**src/rtl/uart_tx_fifo_if.sv**
```systemverilog
// Producer-side bus of the buffered UART transmitter: write strobe, FIFO
// status and the serial line itself.
interface uart_tx_fifo_if #(
  parameter int unsigned ADDR_W = 4
);
  logic              wr_en;
  logic [7:0]        wr_data;
  logic              full;
  logic              empty;
  logic [ADDR_W:0]   fifo_count;
  logic              overflow;
  logic              tx;
  logic              busy;

  modport master (
    output wr_en, wr_data,
    input  full, empty, fifo_count, overflow, tx, busy
  );

  modport slave (
    input  wr_en, wr_data,
    output full, empty, fifo_count, overflow, tx, busy
  );
endinterface

```
**src/rtl/uart_tx_fifo.sv**
```systemverilog
// Buffered 8N1 UART transmitter: a byte FIFO written with a single-cycle
// strobe, drained back-to-back onto a registered tx line.
module uart_tx_fifo #(
  parameter int unsigned CLK_FREQ   = 100_000_000,
  parameter int unsigned BAUD       = 115200,
  parameter int unsigned FIFO_DEPTH = 16,
  parameter int unsigned ADDR_W     = 4
) (
  input logic           clk,
  input logic           rst,
  uart_tx_fifo_if.slave bus
);

  localparam int unsigned CLKS_PER_BIT = CLK_FREQ / BAUD;
  localparam int unsigned BAUD_W       = (CLKS_PER_BIT > 1) ? $clog2(CLKS_PER_BIT) : 1;
  localparam int unsigned CNT_W        = ADDR_W + 1;
  localparam logic [BAUD_W-1:0] BAUD_LAST = BAUD_W'(CLKS_PER_BIT - 1);
  localparam logic [CNT_W-1:0]  DEPTH_CNT = CNT_W'(FIFO_DEPTH);

  typedef enum logic [1:0] {
    S_IDLE,
    S_START,
    S_DATA,
    S_STOP
  } state_e;

  state_e              state_q,    state_d;
  logic [BAUD_W-1:0]   baud_q,     baud_d;
  logic [2:0]          bit_idx_q,  bit_idx_d;
  logic [7:0]          shift_q,    shift_d;
  logic                tx_q,       tx_d;
  logic                busy_q,     busy_d;
  logic [ADDR_W-1:0]   rd_ptr_q,   rd_ptr_d;
  logic [ADDR_W-1:0]   wr_ptr_q,   wr_ptr_d;
  logic [CNT_W-1:0]    count_q,    count_d;
  logic                overflow_q, overflow_d;
  logic [7:0]          mem_q [FIFO_DEPTH];
  logic [7:0]          mem_d [FIFO_DEPTH];

  logic full_w;
  logic push_w;
  logic pop_w;

  assign full_w = (count_q == DEPTH_CNT);
  assign push_w = bus.wr_en && !full_w;

  // Write path: tail pointer, storage and sticky overflow flag.
  always_comb begin
    mem_d      = mem_q;
    wr_ptr_d   = wr_ptr_q;
    overflow_d = overflow_q;
    if (push_w) begin
      mem_d[wr_ptr_q] = bus.wr_data;
      wr_ptr_d        = wr_ptr_q + ADDR_W'(1);
    end
    if (bus.wr_en && full_w) begin
      overflow_d = 1'b1;
    end
  end

  // Frame FSM: pops the head in IDLE and steps START/DATA/STOP per baud period.
  always_comb begin
    state_d   = state_q;
    baud_d    = baud_q;
    bit_idx_d = bit_idx_q;
    shift_d   = shift_q;
    rd_ptr_d  = rd_ptr_q;
    pop_w     = 1'b0;
    unique case (state_q)
      S_IDLE: begin
        if (count_q != '0) begin
          pop_w    = 1'b1;
          shift_d  = mem_q[rd_ptr_q];
          rd_ptr_d = rd_ptr_q + ADDR_W'(1);
          baud_d   = '0;
          state_d  = S_START;
        end
      end
      S_START: begin
        if (baud_q == BAUD_LAST) begin
          baud_d    = '0;
          bit_idx_d = '0;
          state_d   = S_DATA;
        end else begin
          baud_d = baud_q + BAUD_W'(1);
        end
      end
      S_DATA: begin
        if (baud_q == BAUD_LAST) begin
          baud_d = '0;
          if (bit_idx_q == 3'd7) begin
            state_d = S_STOP;
          end else begin
            bit_idx_d = bit_idx_q + 3'd1;
          end
        end else begin
          baud_d = baud_q + BAUD_W'(1);
        end
      end
      S_STOP: begin
        if (baud_q == BAUD_LAST) begin
          baud_d  = '0;
          state_d = S_IDLE;
        end else begin
          baud_d = baud_q + BAUD_W'(1);
        end
      end
      default: state_d = S_IDLE;
    endcase
  end

  // Occupancy and line outputs; tx follows the registered state one cycle later.
  always_comb begin
    count_d = count_q;
    if (push_w && !pop_w) begin
      count_d = count_q + CNT_W'(1);
    end else if (!push_w && pop_w) begin
      count_d = count_q - CNT_W'(1);
    end
    busy_d = (state_d != S_IDLE);
    unique case (state_q)
      S_START: tx_d = 1'b0;
      S_DATA:  tx_d = shift_q[bit_idx_q];
      default: tx_d = 1'b1;
    endcase
  end

  // Control state register with synchronous active-low reset.
  always_ff @(posedge clk) begin
    if (!rst) begin
      state_q    <= S_IDLE;
      baud_q     <= '0;
      bit_idx_q  <= '0;
      shift_q    <= '0;
      tx_q       <= 1'b1;
      busy_q     <= 1'b0;
      rd_ptr_q   <= '0;
      wr_ptr_q   <= '0;
      count_q    <= '0;
      overflow_q <= 1'b0;
    end else begin
      state_q    <= state_d;
      baud_q     <= baud_d;
      bit_idx_q  <= bit_idx_d;
      shift_q    <= shift_d;
      tx_q       <= tx_d;
      busy_q     <= busy_d;
      rd_ptr_q   <= rd_ptr_d;
      wr_ptr_q   <= wr_ptr_d;
      count_q    <= count_d;
      overflow_q <= overflow_d;
    end
  end

  // FIFO storage; contents are qualified by the pointers, so no reset needed.
  always_ff @(posedge clk) begin
    mem_q <= mem_d;
  end

  assign bus.full       = full_w;
  assign bus.empty      = (count_q == '0);
  assign bus.fifo_count = count_q;
  assign bus.overflow   = overflow_q;
  assign bus.tx         = tx_q;
  assign bus.busy       = busy_q;

endmodule

```
**src/flat_wrapper.sv**
```systemverilog
// flat-port wrapper written by rule: the top's interface ports become plain ports
module uart_tx_fifo_flat 
#(
  parameter int unsigned CLK_FREQ   = 100_000_000,
  parameter int unsigned BAUD       = 115200,
  parameter int unsigned FIFO_DEPTH = 16,
  parameter int unsigned ADDR_W     = 4
)
  (clk, rst, bus_wr_en, bus_wr_data, bus_full, bus_empty, bus_fifo_count, bus_overflow, bus_tx, bus_busy);
  uart_tx_fifo_if #(.ADDR_W(ADDR_W)) bus_i ();
  input logic clk;
  input logic rst;
  input wire logic [$bits(bus_i.wr_en)-1:0] bus_wr_en;
  input wire logic [$bits(bus_i.wr_data)-1:0] bus_wr_data;
  output wire logic [$bits(bus_i.full)-1:0] bus_full;
  output wire logic [$bits(bus_i.empty)-1:0] bus_empty;
  output wire logic [$bits(bus_i.fifo_count)-1:0] bus_fifo_count;
  output wire logic [$bits(bus_i.overflow)-1:0] bus_overflow;
  output wire logic [$bits(bus_i.tx)-1:0] bus_tx;
  output wire logic [$bits(bus_i.busy)-1:0] bus_busy;
  assign bus_i.wr_en = bus_wr_en;
  assign bus_i.wr_data = bus_wr_data;
  assign bus_full = bus_i.full;
  assign bus_empty = bus_i.empty;
  assign bus_fifo_count = bus_i.fifo_count;
  assign bus_overflow = bus_i.overflow;
  assign bus_tx = bus_i.tx;
  assign bus_busy = bus_i.busy;
  uart_tx_fifo #(.CLK_FREQ(CLK_FREQ), .BAUD(BAUD), .FIFO_DEPTH(FIFO_DEPTH), .ADDR_W(ADDR_W)) u_core (.clk(clk), .rst(rst), .bus(bus_i));
endmodule
```
**config.mk**
```make
export PLATFORM = sky130hd
export DESIGN_NAME = uart_tx_fifo_flat
export DESIGN_NICKNAME = d
export VERILOG_FILES = /design/src/rtl/uart_tx_fifo_if.sv /design/src/rtl/uart_tx_fifo.sv /design/src/flat_wrapper.sv
export SDC_FILE = /design/constraint.sdc
export NUM_CORES = 1
export LEC_CHECK = 0
export CAP_MARGIN = 40
export CORE_UTILIZATION = 57
export CTS_BUF_LIST = sky130_fd_sc_hd__clkbuf_8
export DETAILED_ROUTE_END_ITERATION = 12
export GPL_TIMING_DRIVEN = 0
export PLACE_DENSITY_LB_ADDON = 0.25
export RECOVER_POWER = 50
export SYNTH_ARGS = -nofsm -noshare
export SYNTH_HDL_FRONTEND = slang
export SYNTH_SLANG_ARGS = --single-unit
```
**constraint.sdc**
```tcl
create_clock -name clk -period 2.58 [get_ports clk]
set_input_delay 0.516 -clock clk [delete_from_list [all_inputs] [get_ports clk]]
set_output_delay 0.516 -clock clk [all_outputs]
set_load 0.01 [all_outputs]
```
# Word level (Yosys, flattened, before mapping)
# Index checks and enable logic that the tools add are counted.
# totals
regBits	167
input_bits	11
output_inout_bits	10
word_cells	91
# classes
n_addsub	6
n_lt_le_gt_ge	4
n_eq_ne	10
mux	26
n_bitwise	2
reduce_logical	17
# op_table
cell	n
128-bit bitwise mux	1
8-bit binary-select mux with 4-bit select	1
8-bit demux with 4-bit select	1
8-bit two-way mux	3
10-bit two-way mux	2
10-bit case mux with 2 select lines	1
10-bit by 1-bit adder with 10-bit output, second input constant	1
10-bit == test, second input constant	1
5-bit >= comparator, second input constant	2
2-bit two-way mux	5
5-bit two-way mux	2
4-bit inverter with 5-bit output	2
3-bit two-way mux	3
4-bit by 1-bit adder with 4-bit output, second input constant	2
2-bit case mux with 4 select lines	1
2-bit by 1-bit != test with 1-bit output, second input constant	3
3-bit case mux with 2 select lines	1
2-bit nonzero test	3
5-bit by 1-bit adder with 5-bit output, second input constant	1
5-bit == test, second input constant	1
1-bit logical AND	5
5-bit logical NOT	1
5-bit by 1-bit less-than comparator with 1-bit output, second input constant	1
5-bit nonzero test	1
15 further kinds	20

# Longest topological paths before layout
# Gate-level depths: netlist of run 1.
# depth
ltp_word	7
ltp_mapped	13
mapped_depth_nobuf	13

# Worst setup path before layout of run 1
# No wires, ideal clock.
# synth_timing
path_kind	register -> register
from	reg u_core.count_q[0], in the netlist u_core.bus.fifo_count[0]
to	reg u_core.count_q[4], in the netlist u_core.bus.fifo_count[4]
setup_time_ns	0.072
arrival_time_ns	2.381
setup_slack_ns	0.128
path_stages_with_launch	11
period_less_slack_ns	2.452
path_cell_list	dfxtp_1 -> nor4_4 -> a21oi_1 -> inv_2 -> ha_1 -> inv_1 -> ha_1 -> a21o_1 -> a21oi_1 -> mux2i_1 -> mux2i_1
# synth_via
elab_chain_cells	6
elab_cells_between_ends	15
cone_classes	add/sub: 2; eq/ne: 1; mux: 4; reduce/logical: 8
# synth_rtl
element	line	source
from (decl)	uart_tx_fifo.sv:35	logic [CNT_W-1:0] count_q, count_d;
from (signal assigned)	uart_tx_fifo.sv:150	count_q <= count_d;
parallel branches: the longest is 6 deep, another holds 5-bit by 1-bit subtractor with 5-bit output	n/a	
# Parallel ways; which one is timed is not known. The select of a mux whose other input is x is not followed.
# A chain may end at the register's enable or synchronous reset.

# Worst setup path in the final report of run 1
# layout_timing
from	reg u_core.count_q[0], in the netlist u_core.bus.fifo_count[0]
to	reg u_core.mem_q[114] (netlist name), enable pin
# layout_via
elab_chain_cells	3
# layout_rtl
element	line	source
5-bit == test	uart_tx_fifo.sv:44	assign full_w = (count_q == DEPTH_CNT);
1-bit logical NOT	uart_tx_fifo.sv:45	assign push_w = bus.wr_en && !full_w;
1-bit logical AND	uart_tx_fifo.sv:45	
named net u_core.push_w	uart_tx_fifo.sv:41	logic push_w;
to (signal assigned)	uart_tx_fifo.sv:157	mem_q <= mem_d;
to (decl)	uart_tx_fifo.sv:37	logic [7:0] mem_q [FIFO_DEPTH];
# The timed path passes the listed nets, and every way through them passes these cells.

==> results of run 1 <==
-- metrics by stage --
step / total power, µW / utilization (%) / area, µm² / TNS (ns)
6_report: 6770 / 65.4 / 7820 / 0
5_1_grt: 7140 / 65.4 / 7820 / 0
4_1_cts: 6810 / 65.3 / 7810 / 0
3_5_place_dp: 4940 / 61.7 / 7390 / -8.48
3_3_place_gp: 4880 / 61.5 / 7360 / -15.11
2_1_floorplan: 4440 / - / 6980 / 0
-- worst reg2reg max path: cells and delay by family (launching register included) --
family	cells	cell delay (ns)
AO/OA/AOI/OAI	1	0.18
flip-flops	1	0.48
buffers and inverters	3	0.60
AND/OR/NAND/NOR	3	0.88
-- state kept, by name, indices dropped and copies added (netlist names) --
signal / cells
u_core.mem_q: 128
u_core.baud_q: 10
u_core.shift_q: 8
u_core.bus.fifo_count: 5
u_core.rd_ptr_q: 4
u_core.wr_ptr_q: 4
u_core.bit_idx_q: 3
u_core.state_q: 2
u_core.bus.busy: 1
u_core.bus.overflow: 1
u_core.bus.tx: 1
-- layer usage --
| layer | vias to the layer above | global-route usage, % | routed length [µm] |
|---|---|---|---|
| met2 | 129 | 38.1 | 6770 |
| met5 | - | 0 | 0 |
| met1 | 2001 | 30.4 | 5860 |
| met3 | 22 | 6.53 | 748 |
| li1 | 1924 | - | - |
| met4 | 0 | 9.78 | 272 |
-- kinds of logic (layout without fill, tap and decap cells) --
group           Yosys count  in the layout  synth area share, %
mux                      55             55                 11.1
buf+inv                  36             97                 2.08
xor+xnor                  9              9                 1.13
fa+ha+maj                19             19                 3.52
compound gates           81             81                 7.23
flops                   167            167                 66.3
simple gates            113            113                 8.63
-- area by class of cell --
type	instances	area (µm²)	area share, %
clock inverters	15	153	1.95
plain buffers	23	93.8	1.20
repair buffers	29	265	3.39
inverters	13	48.8	0.624
clock buffers	17	234	2.99
flip-flops and latches	167	4630	59.2
multi-input cells	277	2210	28.3
well taps	147	184	2.35
-- where the power goes --
| part | leakage [µW] | internal, µW | switching, µW |
|---|---|---|---|
| Combinational | 0.000892 | 776 | 976 |
| Sequential | 0.00148 | 3070 | 122 |
| Clock | 0.000199 | 865 | 960 |
-- Yosys cell counts (6+ instances only) --
cell and n:
sky130_fd_sc_hd__edfxtp_1 128, sky130_fd_sc_hd__dfxtp_1 39, sky130_fd_sc_hd__mux2i_1 36, sky130_fd_sc_hd__nand2_1 22, sky130_fd_sc_hd__nor2_1 20, sky130_fd_sc_hd__a21oi_1 19
sky130_fd_sc_hd__ha_1 18, sky130_fd_sc_hd__mux4_2 18, sky130_fd_sc_hd__nor3_1 18, sky130_fd_sc_hd__o21ai_0 18, sky130_fd_sc_hd__o22ai_1 16, sky130_fd_sc_hd__clkbuf_1 14
sky130_fd_sc_hd__inv_1 12, sky130_fd_sc_hd__nand3_1 12, sky130_fd_sc_hd__and2_1 10, sky130_fd_sc_hd__a22oi_1 9, sky130_fd_sc_hd__buf_2 8, sky130_fd_sc_hd__a21boi_0 7
sky130_fd_sc_hd__nor2b_1 7, sky130_fd_sc_hd__xnor2_1 6
-- final timing paths --
kind,endpoint,cells after the start,start,slack (ns)
max,u_core.mem_q[114],7,u_core.bus.fifo_count[0],0.15
min,u_core.bus.overflow,2,u_core.bus.overflow,0.51
max reg2reg,u_core.mem_q[114],7,u_core.bus.fifo_count[0],0.15
min reg2reg,u_core.bus.overflow,2,u_core.bus.overflow,0.51
-- timing repair --
item                                    CTS  global route
hold buffers                              0             0
setup buffers                             2             3
endpoints found under the setup margin    3             4
resized for setup                         3            11
pin swaps                                 1             1
==> qor.log, run 1 <==
[logic_synthesis] count of cell types in the netlist 47
[final_layout] non-filler cells, final 688
[routing] number of DRC violations after detailed-routing iteration 0 362
[logic_synthesis] flip-flop and latch count after synthesis 167
[logic_synthesis] cell types with the largest area share after synthesis sky130_fd_sc_hd__edfxtp_1, sky130_fd_sc_hd__dfxtp_1, sky130_fd_sc_hd__mux4_2, sky130_fd_sc_hd__mux2i_1, sky130_fd_sc_hd__ha_1
[placement] cell count after placement 651
[floorplanning] core area 12,000 µm²
[worst_setup_path] Crit path required time 2.73 ns
[worst_setup_path] worst path bufs/invs 3
[final_layout] ratio of cells with drive above 1 in the final layout 14.0%
[floorplanning] Total Die Area 12,700 µm²
[placement] gp weighted congestion 0.799
[placement] Setup Slack @ Placement -0.402 ns
[clock_network] CTS tree yes
[floorplanning] Initial Util 58.3%
[logic_synthesis] top-area cell type share of the netlist area 55.1%
[logic_synthesis] sequential share of the synthesized area 66.3%
[worst_setup_path] Data arrival, critical path 2.59 ns
[final_layout] leading cell type in the layout, fill and taps excluded sky130_fd_sc_hd__edfxtp_1
[logic_synthesis] post-synthesis net count 510
[final_layout] highest-count cells in the layout ignoring fill and taps sky130_fd_sc_hd__edfxtp_1, sky130_fd_sc_hd__mux2i_1, sky130_fd_sc_hd__dfxtp_1, sky130_fd_sc_hd__nand2_1, sky130_fd_sc_hd__nor2_1
[routing] total wirelength of the detailed-routed design 13.7 mm
[global_route] total congestion overflow after global routing 0
[worst_setup_path] nature of the critical path startpoint flip-flop
[worst_setup_path] Max stage delay on crit path 0.69 ns
[worst_setup_path] largest fanout of any net on the critical path 5
[routing] count of antenna-violating nets left after detailed routing 0
[worst_setup_path] CP top delay family simple AND/OR/NAND/NOR gates
[clock_network] TritonCTS buffer count 17
[global_route] antenna violations before repair 0
[final_layout] nets@finish 558
[logic_synthesis] predominant post-synthesis flop cell sky130_fd_sc_hd__edfxtp_1
[floorplanning] top-level I/O count 21
[status] result of the run complete, no violations
[timing] transition time of the tightest slew-check pin 0.862 ns
[min_path] worst min-delay path category reg2reg
[global_route] global-route usage over all layers 23.6%
[timing] minimum period implied by the final worst setup slack 2.43 ns
[logic_synthesis] average cell area after synthesis 14.5 µm²
[power] static leakage power 0.00257 µW
[routing] first-pass iteration count of the detailed router 4
[timing] RSZ-0062 raised after global routing no
[worst_setup_path] CP Cell Sequence nor4_4 > buf_6 > a21boi_4 > buf_4 > nand2_1 > nor3_1 > buf_2
[worst_setup_path] CP Class reg2reg
[floorplanning] Die Height 113 µm
[global_route] first-pass GRT wire length 21.8 mm
[timing] remaining max-slew budget at the tightest pin 42.1%
[placement] number of I/O port buffers 20
[worst_setup_path] Setup crit end kind flip-flop
[clock_network] deepest level of the CTS H-tree 4
[clock_network] root buf cell sky130_fd_sc_hd__clkbuf_8
[logic_synthesis] Synth Instances 480
[power] power density over the cells 866 nW/µm²
[timing] Peak Freq 0.411 GHz
[clock_network] Clock Sink Count 167
[timing] Final Hold Violating Endpoints 0
[clock_network] Clk pin slew, worst setup/hold paths 0.08 ns
[placement] half-perimeter wire length of the detailed placement result 9.15 mm
[logic_synthesis] netlist area before placement 6980 µm²
[routing] overall via count from detail_route 4,076
[timing] Tcrit/Tclk final 94.4%
[routing] per-cell routed wire length 19.8 µm
[floorplanning] standard-cell rows 40
[clock_network] number of buffers on the longest clock path 2
[logic_synthesis] fraction of registers with async set/reset 0%
[logic_synthesis] number of enable flip-flop cells after synthesis 128
[timing] number of max-slew violations in the final report 0
[power] VDD IR max 0.000776 V
[clock_network] clk_lat worst skew 0.45 ns
[timing] Layout Skew 0.0115 ns
[logic_synthesis] cell taking the most area after synthesis sky130_fd_sc_hd__edfxtp_1
[routing] number of DRC violations after detailed routing 0
[final_layout] number of diodes 0
[final_layout] area growth from synthesis to final layout 12.1%
[routing] DR vias/cell 5.92
[timing] setup-violating endpoint count in the final report 0
[global_route] number of global-route vias before repair 4,101
[timing] post-route worst hold slack 0.507 ns
[global_route] maximum number of pins on one net before global-route repair 17
[flow_run] maximum capacitance violations 0
[logic_synthesis] number of warnings printed during yosys synthesis 0
[worst_setup_path] cell type of the slowest stage on the worst timing path sky130_fd_sc_hd__nor3_1
[timing] worst setup slack after layout 0.145 ns
[floorplanning] width of the die 113 µm
[final_layout] Fillers 884
Note: power is estimated with default switching activity, not from simulation.
==> run 2: changes to the inputs <==
Settings changed: GPL_TIMING_DRIVEN 0 to default.
==> run 2 against run 1 <==
Non-clock buffer count shrank 4. Flip-flop and latch count is the same. Cell count shrank 0.58%. Largest cell class unchanged. Clock skew grew 0.00098 ns. Power grew 2.1%. Fmax shrank 3.1%. Sequential share of layout area shrank 0.51 points.
==> qor.log, run 2 (synthesized netlist as in run 1, its figures left out) <==
[status] result of the run complete, no violations
[routing] number of DRC violations after detailed routing 0
[timing] Layout Skew 0.0125 ns
[global_route] number of global-route vias before repair 4,037
[min_path] worst min-delay path category reg2reg
[final_layout] largest registers u_core.mem_q: 128 flops, u_core.baud_q: 10 flops, u_core.shift_q: 8 flops
[routing] DR vias/cell 5.98
[global_route] first-pass GRT wire length 21.4 mm
[timing] number of max-slew violations in the final report 0
[worst_setup_path] nature of the critical path startpoint flip-flop
[power] part of the total power dissipated in sequential elements 46.3%
[clock_network] deepest level of the CTS H-tree 4
[global_route] global-route usage over all layers 23.0%
[clock_network] clk_lat worst skew 0.46 ns
[timing] Tcrit/Tclk final 97.4%
[floorplanning] Initial Util 58.3%
[timing] minimum period implied by the final worst setup slack 2.51 ns
[routing] overall via count from detail_route 4,089
[floorplanning] standard-cell rows 40
[timing] post-route worst hold slack 0.505 ns
[timing] transition time of the tightest slew-check pin 0.742 ns
[final_layout] multi-input logic area 2190 µm²
[floorplanning] core area 12,000 µm²
[clock_network] Clock Sink Count 167
[global_route] antenna violations before repair 0
[worst_setup_path] R2R depth 12
[final_layout] area of all placed cells without fillers 7880 µm²
[final_layout] leading cell type in the layout, fill and taps excluded sky130_fd_sc_hd__edfxtp_1
[final_layout] area used by sequential logic in the layout 4630 µm²
[flow_run] maximum capacitance violations 0
[routing] first-pass iteration count of the detailed router 5
[power] proportion of total power due to net switching 30.0%
[global_route] total congestion overflow after global routing 0
[worst_setup_path] worst path bufs/invs 2
[timing] RSZ-0062 raised after global routing yes
[worst_setup_path] Crit path required time 2.06 ns
[power] Combinational Power Share 25.1%
[final_layout] non-filler cells, final 684
[timing] Final Hold Violating Endpoints 0
[placement] half-perimeter wire length of the detailed placement result 8.60 mm
[placement] gp weighted congestion 0.793
[worst_setup_path] CP top delay family buffers and inverters
[worst_setup_path] cell type of the slowest stage on the worst timing path sky130_fd_sc_hd__clkdlybuf4s50_1
[final_layout] Fillers 866
[global_route] maximum number of pins on one net before global-route repair 51
[final_layout] area growth from synthesis to final layout 13.0%
[final_layout] ratio of cells with drive above 1 in the final layout 15.5%
[final_layout] register ranked first by flip-flop count u_core.mem_q
[routing] per-cell routed wire length 19.4 µm
[timing] Peak Freq 0.398 GHz
[routing] number of DRC violations after detailed-routing iteration 0 355
[worst_setup_path] Data arrival, critical path 2.00 ns
[worst_setup_path] CP Cell Sequence nor4_4 > nand2_2 > inv_1 > clkdlybuf4s50_1
[clock_network] root buf cell sky130_fd_sc_hd__clkbuf_8
[floorplanning] width of the die 113 µm
[power] internal power 4840 µW
[placement] cell count after placement 652
[clock_network] TritonCTS buffer count 17
[power] net switching power figure 2070 µW
[min_path] Cells on Worst Hold Path 2
[timing] remaining max-slew budget at the tightest pin 50.3%
[placement] placed standard-cell area 7490 µm²
[power] VDD IR max 0.000583 V
[worst_setup_path] Setup crit end kind primary output
[clock_network] Clk pin slew, worst setup/hold paths 0.09 ns
[worst_setup_path] CP Class reg2out
[routing] total wirelength of the detailed-routed design 13.2 mm
[power] static leakage power 0.00261 µW
[worst_setup_path] largest fanout of any net on the critical path 5
[worst_setup_path] Max stage delay on crit path 0.54 ns
[floorplanning] Die Height 113 µm
[clock_network] number of buffers on the longest clock path 2
[power] Clk network pwr share 28.6%
[power] power after layout 6910 µW
[final_layout] number of diodes 0
[clock_network] CTS tree yes
[final_layout] highest-count cells in the layout ignoring fill and taps sky130_fd_sc_hd__edfxtp_1, sky130_fd_sc_hd__mux2i_1, sky130_fd_sc_hd__dfxtp_1, sky130_fd_sc_hd__nand2_1, sky130_fd_sc_hd__buf_4
[final_layout] Largest register FFs 128
[placement] number of I/O port buffers 20
[routing] count of antenna-violating nets left after detailed routing 0
[timing] setup-violating endpoint count in the final report 0
[timing] post-route setup TNS 0 ns
[floorplanning] Total Die Area 12,700 µm²
[worst_setup_path] number of cells on the critical path 4
[final_layout] nets@finish 554
[clock_network] Post CTS Setup Buffer Count 0
[floorplanning] top-level I/O count 21
[power] power density over the cells 877 nW/µm²
-- run 2: changes by cell type in the layout (fill, tap and decap cells not counted), moves of 2 or more --
cell,delta
sky130_fd_sc_hd__dlygate4sd3_1,-3
sky130_fd_sc_hd__dfxtp_2,-2
sky130_fd_sc_hd__clkdlybuf4s50_1,+4
sky130_fd_sc_hd__clkinv_4,-3
sky130_fd_sc_hd__clkbuf_1,-12
sky130_fd_sc_hd__buf_2,-8
sky130_fd_sc_hd__inv_8,+3
sky130_fd_sc_hd__inv_2,-2
sky130_fd_sc_hd__dfxtp_1,+2
sky130_fd_sc_hd__buf_4,+17
-- run 2: layout make-up --
type | instances | area share, %
Multi-Input combinational cell | 277 | 27.8
Tap cell | 147 | 2.33
Sequential cell | 167 | 58.7
Timing Repair Buffer | 48 | 5.13
Inverter | 13 | 0.619
Clock inverter | 15 | 2.40
Clock buffer | 17 | 2.97
-- run 2: through the flow --
stage | worst slack, ns | util, %
after floorplan | 0.128 | -
after global placement | 0.0435 | 62.6
after detailed placement | -0.00113 | 62.6
after CTS | 0.00351 | 66.1
after global routing | -0.0567 | 65.9
final | 0.0673 | 65.9
-- run 2: per-layer routing --
layer / vias up / part of all wire, % / track usage (%)
met3: 13 / 4.4 / 5.51
met2: 104 / 51 / 38.7
met1: 2052 / 44 / 29.8
met4: 0 / 1.2 / 6.40
li1: 1920 / - / -
met5: - / 0 / 0
-- run 2: power groups by stage --
stage               Combinational [µW]  Clock, µW  Sequential (µW)
CTS                               1750       2010             3200
global placement                  1690          0             3250
global route                      1910       2120             3220
floorplan                         1200          0             3240
detailed placement                1730          0             3260
finish                            1740       1980             3200
-- run 2: worst min-delay path: stages, from the launching register on --
cell,delay (ns)
sky130_fd_sc_hd__dfxtp_1,0.34
sky130_fd_sc_hd__a21oi_1,0.04
sky130_fd_sc_hd__nor2b_1,0.09
-- run 2: repair_timing --
action,4_1_cts,5_1_grt
resized for setup,0,2
gates cloned,0,0
hold buffers,0,0
pin swaps,1,1
endpoints found under the setup margin,1,2
-- run 2: worst paths after layout --
check | start | slack (ns) | endpoint
setup / recovery | u_core.bus.fifo_count[0] | 0.07 | bus_empty
hold / removal | u_core.bus.overflow | 0.50 | u_core.bus.overflow
setup reg to reg | u_core.state_q[0] | 0.13 | u_core.bus.fifo_count[4]
hold reg to reg | u_core.bus.overflow | 0.50 | u_core.bus.overflow
==> run 3: changes to the inputs <==
Settings changed: PLACE_DENSITY from default to 0.85, PLACE_DENSITY_LB_ADDON 0.25 to default.
==> run 3 against run 2 <==
Register-to-register slack improved by 0.04 ns. Clock power fell by 12%. Count of clock-buffer cells in the layout stayed put. Sequential share of layout area rose by 0.32 points. Sequential power about the same. Core utilization is 0.36 points lower. Critical path depth fell by 1. Combinational power about the same. Highest routed layer unchanged.
==> qor.log, run 3 (synthesized netlist as in run 1, its figures left out) <==
[status] result of the run complete, no violations
[clock_network] number of gates resized after cts 0
[timing] post-route worst hold slack 0.506 ns
[worst_setup_path] largest fanout of any net on the critical path 4
[routing] per-cell routed wire length 20.3 µm
[power] power after layout 6710 µW
[timing] minimum period implied by the final worst setup slack 2.49 ns
[final_layout] Largest register FFs 128
[global_route] first-pass GRT wire length 21.8 mm
[power] static leakage power 0.00261 µW
[worst_setup_path] Setup crit end kind primary output
[final_layout] multi-input logic area 2210 µm²
[final_layout] register ranked first by flip-flop count u_core.mem_q
[placement] number of I/O port buffers 20
[worst_setup_path] CP Class reg2out
[worst_setup_path] Max stage delay on crit path 0.53 ns
[final_layout] nets@finish 552
[clock_network] TritonCTS buffer count 17
[routing] DR vias/cell 6.03
[floorplanning] core area 12,000 µm²
[clock_network] Clock Sink Count 167
[routing] first-pass iteration count of the detailed router 5
[global_route] total congestion overflow after global routing 0
[min_path] worst min-delay path category reg2reg
[global_route] number of global-route vias before repair 4,226
[final_layout] Fillers 840
[timing] transition time of the tightest slew-check pin 0.703 ns
[routing] total wirelength of the detailed-routed design 13.9 mm
[timing] number of max-slew violations in the final report 0
[final_layout] ratio of cells with drive above 1 in the final layout 16.1%
[clock_network] deepest level of the CTS H-tree 4
[worst_setup_path] CP Cell Sequence nor4_4 > and2_1 > clkdlybuf4s50_1
[final_layout] area used by sequential logic in the layout 4630 µm²
[floorplanning] Die Height 113 µm
[placement] gp weighted congestion 0.827
[final_layout] area growth from synthesis to final layout 12.4%
[worst_setup_path] Reg2Reg Setup Slack 0.17 ns
[final_layout] number of diodes 0
[timing] RSZ-0062 raised after global routing yes
[final_layout] highest-count cells in the layout ignoring fill and taps sky130_fd_sc_hd__edfxtp_1, sky130_fd_sc_hd__mux2i_1, sky130_fd_sc_hd__dfxtp_1, sky130_fd_sc_hd__buf_4, sky130_fd_sc_hd__nand2_1
[flow_run] maximum capacitance violations 0
[timing] setup-violating endpoint count in the final report 0
[clock_network] Post CTS Setup Buffer Count 0
[worst_setup_path] Data arrival, critical path 1.97 ns
[floorplanning] width of the die 113 µm
[final_layout] leading cell type in the layout, fill and taps excluded sky130_fd_sc_hd__edfxtp_1
[routing] number of DRC violations after detailed routing 0
[min_path] Cells on Worst Hold Path 2
[clock_network] root buf cell sky130_fd_sc_hd__clkbuf_8
[timing] remaining max-slew budget at the tightest pin 53.0%
[routing] overall via count from detail_route 4,108
[clock_network] CTS tree yes
[global_route] antenna violations before repair 0
[timing] Peak Freq 0.402 GHz
[worst_setup_path] R2R depth 13
[worst_setup_path] cell type of the slowest stage on the worst timing path sky130_fd_sc_hd__clkdlybuf4s50_1
[power] power density over the cells 856 nW/µm²
[timing] Tcrit/Tclk final 96.4%
[clock_network] number of buffers on the longest clock path 2
[floorplanning] Initial Util 58.3%
[clock_network] clk_lat worst skew 0.46 ns
[worst_setup_path] nature of the critical path startpoint flip-flop
[floorplanning] standard-cell rows 40
[power] VDD IR max 0.000552 V
[global_route] global-route usage over all layers 23.6%
[routing] count of antenna-violating nets left after detailed routing 0
[global_route] maximum number of pins on one net before global-route repair 43
[timing] Layout Skew 0.0140 ns
[worst_setup_path] Crit path required time 2.06 ns
[timing] Final Hold Violating Endpoints 0
[final_layout] largest registers u_core.mem_q: 128 flops, u_core.baud_q: 10 flops, u_core.shift_q: 8 flops
[clock_network] Clk pin slew, worst setup/hold paths 0.08 ns
[placement] half-perimeter wire length of the detailed placement result 8.91 mm
[floorplanning] top-level I/O count 21
[routing] number of DRC violations after detailed-routing iteration 0 368
[clock_network] Post-CTS Hold Buffers 0
[floorplanning] Total Die Area 12,700 µm²
-- run 3: cell count changes in the layout (fill, tap and decap cells not counted), moves of 2 or more --
| cell | change |
|---|---|
| sky130_fd_sc_hd__buf_4 | +3 |
| sky130_fd_sc_hd__bufinv_16 | -2 |
| sky130_fd_sc_hd__clkbuf_1 | -5 |
| sky130_fd_sc_hd__inv_1 | +2 |
| sky130_fd_sc_hd__inv_6 | +2 |
| sky130_fd_sc_hd__inv_8 | -3 |
-- run 3: area by class of cell --
type	instances	share of cell area [%]
inverters	13	0.622
multi-input cells	277	28.2
flip-flops and latches	167	59.0
repair buffers	46	5.23
clock inverters	14	1.58
clock buffers	17	2.98
well taps	147	2.35
-- run 3: path summary, 6_finish.rpt --
check | start | end
max reg2reg | u_core.state_q[0] | u_core.bus.fifo_count[4]
min reg2reg | u_core.bus.overflow | u_core.bus.overflow
max | u_core.bus.fifo_count[3] | bus_full
min | u_core.bus.overflow | u_core.bus.overflow
-- run 3: metrics by stage --
stage          area [µm²]  setup TNS [ns]  setup WS, ns  std cells  util [%]
2_1_floorplan        6980               0         0.128        480         -
3_3_place_gp         7470               0        0.0633        650      62.5
3_5_place_dp         7470       -0.000133     -0.000133        650      62.5
4_1_cts              7830               0        0.0173        681      65.5
5_1_grt              7840         -0.0141       -0.0119        681      65.5
6_report             7840               0        0.0935        681      65.5
-- run 3: report_power, final --
group / switching [µW] / total, µW / internal, µW
Combinational: 971 / 1760 / 787
Clock: 974 / 1740 / 769
Sequential: 140 / 3210 / 3070
Total: 2080 / 6710 / 4630
-- run 3: critical path, delay by kind of cell (launching register included) --
| kind | cells | cell delay [ns] |
|---|---|---|
| flops | 1 | 0.37 |
| buf+inv | 1 | 0.53 |
| simple gates | 2 | 0.62 |
-- run 3: layer usage --
layer  up-vias  routed length, µm  global-route usage [%]  share of wire (%)
li1       1905                  -                       -                  -
met1      2039               5900                    29.9                 43
met2       135               6820                    38.0                 49
met3        29                660                    6.37                4.8
met4         0                469                    11.6                3.4
met5         -                  0                       0                  0
